--- config.mk ---
export PLATFORM = sky130hd
export DESIGN_NAME = sha256_block_loader
export DESIGN_NICKNAME = d
export VERILOG_FILES = /design/src/rtl/sha256_pkg.sv /design/src/rtl/sha256_blk_fifo.sv /design/src/rtl/sha256_block_loader.sv
export SDC_FILE = /design/constraint.sdc
export NUM_CORES = 2
export LEC_CHECK = 0
export CAP_MARGIN = 30
export CORE_MARGIN = 8
export CORE_UTILIZATION = 55
export CTS_CLUSTER_SIZE = 12
export DETAILED_ROUTE_END_ITERATION = 10
export PLACE_DENSITY_LB_ADDON = 0.3
export REMOVE_ABC_BUFFERS = 1
export SYNTH_ARGS = -nofsm -noshare
export SYNTH_HDL_FRONTEND = slang
export SYNTH_SLANG_ARGS = --single-unit
--- constraint.sdc ---
create_clock -name clk -period 30.2 [get_ports clk]
set_clock_uncertainty 0.15 [all_clocks]
set_input_delay 6.04 -clock clk [delete_from_list [all_inputs] [get_ports clk]]
set_output_delay 6.04 -clock clk [all_outputs]
set_load 0.01 [all_outputs]
--- src/rtl/sha256_pkg.sv ---
// Shared types for the SHA-256 input front-end: block geometry and the slot record.
// Latency: n/a (types and constants only).
// Backpressure: n/a.
package sha256_pkg;

  localparam int BLOCK_W = 512;  // SHA-256 message block width
  localparam int WORD_W  = 32;   // native SHA-256 word width
  localparam int LEVEL_W = 3;    // occupancy counter width, covers 0..4 slots

  // One buffered block together with its message-boundary tags.
  typedef struct packed {
    logic [BLOCK_W-1:0] data;
    logic               first;
    logic               last;
  } blk_t;

endpackage

--- src/rtl/sha256_blk_fifo.sv ---
// Slot FIFO of complete message blocks, depth NBUF (any value 1..4), head shown combinationally.
// Latency: a pushed block is visible at the head from the cycle after the push edge.
// Backpressure: full is decoded from the level register; push while full and pop while empty are ignored.
//
// Ports:
//   clk, rst_n         clock, asynchronous active-low reset
//   push, push_dat     write one block into the tail slot
//   pop                release the head slot
//   head_dat           head slot contents, all-zero while empty
//   level, full, empty occupancy status
module sha256_blk_fifo
  import sha256_pkg::*;
#(
  parameter int NBUF = 2
) (
  input  logic               clk,
  input  logic               rst_n,
  input  logic               push,
  input  blk_t               push_dat,
  input  logic               pop,
  output blk_t               head_dat,
  output logic [LEVEL_W-1:0] level,
  output logic               full,
  output logic               empty
);

  localparam int PW = (NBUF > 1) ? $clog2(NBUF) : 1;

  blk_t          slots [NBUF];
  logic [PW-1:0] wr_ptr;
  logic [PW-1:0] rd_ptr;
  logic          do_push;
  logic          do_pop;

  // Pointers wrap explicitly so non-power-of-2 depths stay in range.
  function automatic logic [PW-1:0] bump(input logic [PW-1:0] p);
    return (p == PW'(NBUF - 1)) ? '0 : p + 1'b1;
  endfunction

  assign full    = (level == LEVEL_W'(NBUF));
  assign empty   = (level == '0);
  assign do_push = push && !full;
  assign do_pop  = pop && !empty;

  always_ff @(posedge clk or negedge rst_n) begin
    if (!rst_n) begin
      wr_ptr <= '0;
      rd_ptr <= '0;
      level  <= '0;
    end else begin
      if (do_push) wr_ptr <= bump(wr_ptr);
      if (do_pop)  rd_ptr <= bump(rd_ptr);
      // Simultaneous push and pop cancel out.
      level <= level + LEVEL_W'(do_push) - LEVEL_W'(do_pop);
    end
  end

  // Slot storage needs no reset: it is only observed through the empty gate below.
  always_ff @(posedge clk) begin
    if (do_push) slots[wr_ptr] <= push_dat;
  end

  assign head_dat = empty ? '0 : slots[rd_ptr];

endmodule

--- src/rtl/sha256_block_loader.sv ---
// Packs DATA_W-bit host words big-endian into 512-bit blocks tagged first/last and queues them for the core.
// Latency: block valid one cycle after its final word is accepted.
// Backpressure: busy while all NBUF slots are full; words offered while busy are dropped and flagged sticky.
//
// Ports:
//   clk, reset                          clock, asynchronous active-low reset
//   data, write_enable                  host word and strobe (accepted when !busy)
//   first_block, last_block             message boundary tags for the accepted word
//   busy, level                         slot FIFO full flag and occupancy
//   blk_valid, blk_ready                core handshake for the head block
//   blk_data, blk_first, blk_last       head block and its tags (zero while empty)
//   overflow_err                        sticky dropped-write indicator
module sha256_block_loader
  import sha256_pkg::*;
#(
  parameter int DATA_W = 32,
  parameter int NBUF   = 2
) (
  input  logic               clk,
  input  logic               reset,
  input  logic [DATA_W-1:0]  data,
  input  logic               write_enable,
  input  logic               first_block,
  input  logic               last_block,
  output logic               busy,
  output logic               blk_valid,
  input  logic               blk_ready,
  output logic [BLOCK_W-1:0] blk_data,
  output logic               blk_first,
  output logic               blk_last,
  output logic [LEVEL_W-1:0] level,
  output logic               overflow_err
);

  localparam int WPB = BLOCK_W / DATA_W;
  localparam int WCW = $clog2(WPB);

  logic [DATA_W-1:0]  words [WPB];
  logic [WCW-1:0]     wcnt;
  logic [WCW-1:0]     idx;
  logic               first_flag;
  logic               last_flag;
  logic               accept;
  logic               commit;
  logic               first_eff;
  logic               last_eff;
  logic [BLOCK_W-1:0] asm_flat;
  blk_t               push_dat;
  blk_t               head_dat;
  logic               fifo_full;
  logic               fifo_empty;

  assign accept = write_enable && !busy;

  // A first_block word always restarts the block at slot 0, abandoning any partial block.
  assign idx    = first_block ? '0 : wcnt;
  assign commit = accept && (idx == WCW'(WPB - 1));

  assign first_eff = first_block || first_flag;
  // A restart also drops a last tag that belonged to the abandoned partial block.
  assign last_eff  = last_block || (last_flag && !first_block);

  // Flattened view of the block including the word being accepted this cycle,
  // so the final word can be committed on the same edge it arrives.
  for (genvar gi = 0; gi < WPB; gi++) begin : g_pack
    assign asm_flat[BLOCK_W-1-gi*DATA_W -: DATA_W] =
        (accept && (idx == WCW'(gi))) ? data : words[gi];
  end

  always_ff @(posedge clk) begin
    if (accept) words[idx] <= data;
  end

  always_ff @(posedge clk or negedge reset) begin
    if (!reset) begin
      wcnt         <= '0;
      first_flag   <= 1'b0;
      last_flag    <= 1'b0;
      overflow_err <= 1'b0;
    end else begin
      if (write_enable && busy) overflow_err <= 1'b1;
      if (commit) begin
        wcnt       <= '0;
        first_flag <= 1'b0;
        last_flag  <= 1'b0;
      end else if (accept) begin
        wcnt       <= idx + 1'b1;
        first_flag <= first_eff;
        last_flag  <= last_eff;
      end
    end
  end

  assign push_dat.data  = asm_flat;
  assign push_dat.first = first_eff;
  assign push_dat.last  = last_eff;

  sha256_blk_fifo #(
    .NBUF (NBUF)
  ) u_fifo (
    .clk      (clk),
    .rst_n    (reset),
    .push     (commit),
    .push_dat (push_dat),
    .pop      (blk_valid && blk_ready),
    .head_dat (head_dat),
    .level    (level),
    .full     (fifo_full),
    .empty    (fifo_empty)
  );

  assign busy      = fifo_full;
  assign blk_valid = !fifo_empty;
  assign blk_data  = head_dat.data;
  assign blk_first = head_dat.first;
  assign blk_last  = head_dat.last;

endmodule

==> results.md <==
- Post-synth EDFFs: 1540
- Setup Slack @ Placement: 17.54 ns
- Fin nets: a little over 4k
- Post-CTS Resized: 0
- Core Rows: 122
- Root Driver: clkbuf_16
- Synthesized flop and latch total: about 1.6k
- CTS tree: yes
- Die Y: between 300 and 400 um
- Ranking of synthesized cells by area: edfxtp_1 76%, mux2_2 9.1%, mux2i_1 8.4%
- Primary FF master, synth: edfxtp_1
- DIE WIDTH: 349 um
- Clock latency on the worst-skew pair: between 0.7 and 0.8 ns
- CTS buffer count: 155
- Status: complete, no violations
- Final HPWL DP: between 70000 and 80000 um
- Die ar.: around 120000 um2
- Clock transition at path regs: about 0.060 ns
- Synth area leader: edfxtp_1
- Max_cap viols: 0
- N_diodes: 0
- Crit path kind: input pin to register
- Htree depth: 4
- CP max FO: 65
- CTS Sinks: between 1.5k and 2k
- Slew @ Worst Pin: approximately 1.3 ns
- Rel. slew slack: 15.2%
- GRT overflow: 0
- Post-route design area: roughly 73000 um2
- Initial Util: about 55%
- Detail Route Antenna Nets: 0
- WL final: ~140000 um
- PD cells: 80.3 nW/um2
- Unrepaired setup endpoints after global routing: false
- Worst Setup End Kind: register
- Worst setup margin: 18.24 ns
- Wirelength per Cell: between 20 and 25 um
- Number of slew-limit violations in the final report: 0
- Initial antenna violation count: 0
- Synth cell types: 37
- Syn avg cell area: roughly 18 um2
- WP data required: 30.40 ns
- Post-synth top area share: between 70% and 80%
- YS warnings: 0
- Vias in the first global route: between 30k and 40k
- Avg Vias per Cell: between 5 and 6
- Mapped cell area: around 61000 um2
- Commonest cells post-synth: 1540 x edfxtp_1, 517 x nor2_1, 514 x mux2i_1
- VDD IR max: just under 0.09 mV
- Sequential share of the synthesized area: 76.1%
- GRT Total Usage: 21.7%
- Post-route minimum period: 11.96 ns
- Final setup viols: 0
- Area grow syn2layout: 19.8%
- Core region area: between 100000 and 150000 um2
- Share of cells above drive strength 1: about a fifth
- Worst Path Arrival: 12.15 ns
- DR vias: a little over 30k
- Top Ports: around 560
- Highest clock rate: 0.0836 GHz
- Crit share post-route: 39.6%
- Largest net degree at the start of global routing: between 150 and 200
- Initial DRC Count: about 2.8k
- DRC viols: 0
- Post-CTS setup buffer count: 0
- Critical path startpoint category: input pin
- Hold Crit Class: register to register
- I/O Buffers: approximately 560
- Mapped Cells: approximately 3.4k
- RePlAce Congestion: between 0.7 and 0.8
- First-pass GRT wire length: approximately 200000 um
- Hold_buf cts: 0
- Most numerous cell in the Yosys netlist: edfxtp_1
- Detailed Routing Iterations Pass 1: 7
- Final Hold Vio Count: 0
- Area after DPL: between 60000 and 70000 um2
- Cell leakage power: ~25 nW
- FFs w/ async S/R, synth: less than 1%
- Fillcell total: ~7.4k
- Maximum clock insertion buffer count: 3
kinds of logic (layout without fill, tap and decap cells):
group	Yosys count	in the layout	synth area share (%)
compound gates	13	13	0.145
xor+xnor	4	4	0.0573
fa+ha+maj	7	7	0.155
buf+inv	214	908	1.95
flops	1552	1552	76.1
mux	1028	1028	17.9
simple gates	551	551	3.72
critical path, cell delays in order:
cell and delay (ns):
clkdlybuf4s50_1 0.57, nor2b_1 0.32, ha_1 0.29, nand4b_1 0.17
or3_2 0.44, buf_4 0.38, nor2_4 0.30, buf_12 0.25
buf_4 0.73, buf_4 0.82, buf_4 0.86, buf_4 0.72
registers in the layout, indices dropped and copies added, names as in the netlist:
name / count
u_fifo.wr_ptr: 1
words: 512
wcnt: 4
first_flag: 1
overflow_err: 1
u_fifo.level: 3
u_fifo.rd_ptr: 1
last_flag: 1
u_fifo.slots: 1028
power breakdown:
| group | switching (W) | internal (W) | total (W) |
|---|---|---|---|
| clock network | 0.000749 | 0.000994 | 0.00174 |
| registers | 0.0000275 | 0.00241 | 0.00244 |
| logic | 0.000880 | 0.000821 | 0.00170 |
| total | 0.00166 | 0.00423 | 0.00589 |
layout make-up:
cell class	count	area (um2)	area share, %
flip-flops and latches	1552	46500	63.5
clock inverters	28	196	0.268
inverters	14	52.6	0.0717
multi-input cells	1603	13500	18.4
well taps	1488	1860	2.54
clock buffers	212	4310	5.87
repair buffers	654	6870	9.37
worst paths after layout:
path	endpoint	startpoint	cells after the start	slack [ns]
worst max-delay path	u_fifo.slots[1][449]	first_block	12	18.24
worst min-delay path	overflow_err	overflow_err	1	0.31
worst max register to register	u_fifo.slots[1][449]	u_fifo.level[1]	11	23.76
worst min register to register	overflow_err	overflow_err	1	0.31
max in group asynchronous	u_fifo.rd_ptr	reset	1	23.84
min in group asynchronous	overflow_err	reset	1	5.56
stage by stage:
stage / hold WS, ns / power, W / instances / utilization (%) / setup TNS (ns)
detailed placement: 0.294 / 0.00419 / 5302 / 62.1 / 0
global placement: 0.289 / 0.00417 / 5279 / 61.6 / 0
CTS: 0.314 / 0.00593 / 5542 / 66.1 / 0
global route: 0.326 / 0.00609 / 5551 / 66.3 / 0
floorplan: 0.304 / 0.00409 / 3169 / - / -2135.90
finish: 0.309 / 0.00589 / 5551 / 66.3 / 0
placed cells by master, fill, tap and decap left out, types with 2 or more instances in the layout:
cell | netlist | routed
clkinv_8 | 0 | 4
inv_1 | 14 | 13
edfxtp_1 | 1540 | 1540
nor3_4 | 12 | 15
mux2i_1 | 514 | 514
a21o_1 | 2 | 2
dfrtp_1 | 12 | 11
clkinv_1 | 0 | 13
buf_8 | 0 | 8
mux2_1 | 19 | 19
clkdlybuf4s50_1 | 0 | 557
clkbuf_1 | 57 | 47
nor2_1 | 517 | 515
xnor2_1 | 3 | 3
nand2_1 | 7 | 7
or3b_1 | 3 | 3
nor2b_1 | 2 | 2
buf_12 | 0 | 7
o21ai_0 | 4 | 4
buf_4 | 13 | 61
clkbuf_16 | 0 | 167
ha_1 | 6 | 6
mux2_2 | 495 | 495
nor2_4 | 0 | 2
clkinv_2 | 0 | 9
buf_16 | 0 | 19
routing by layer:
layer | wire length (um) | GRT usage [%]
met3 | 8790 | 4.32
met4 | 3510 | 6.42
met2 | 67000 | 35.2
met5 | 0 | 0
met1 | 58500 | 30.0
(Power assumes the default switching activity.)
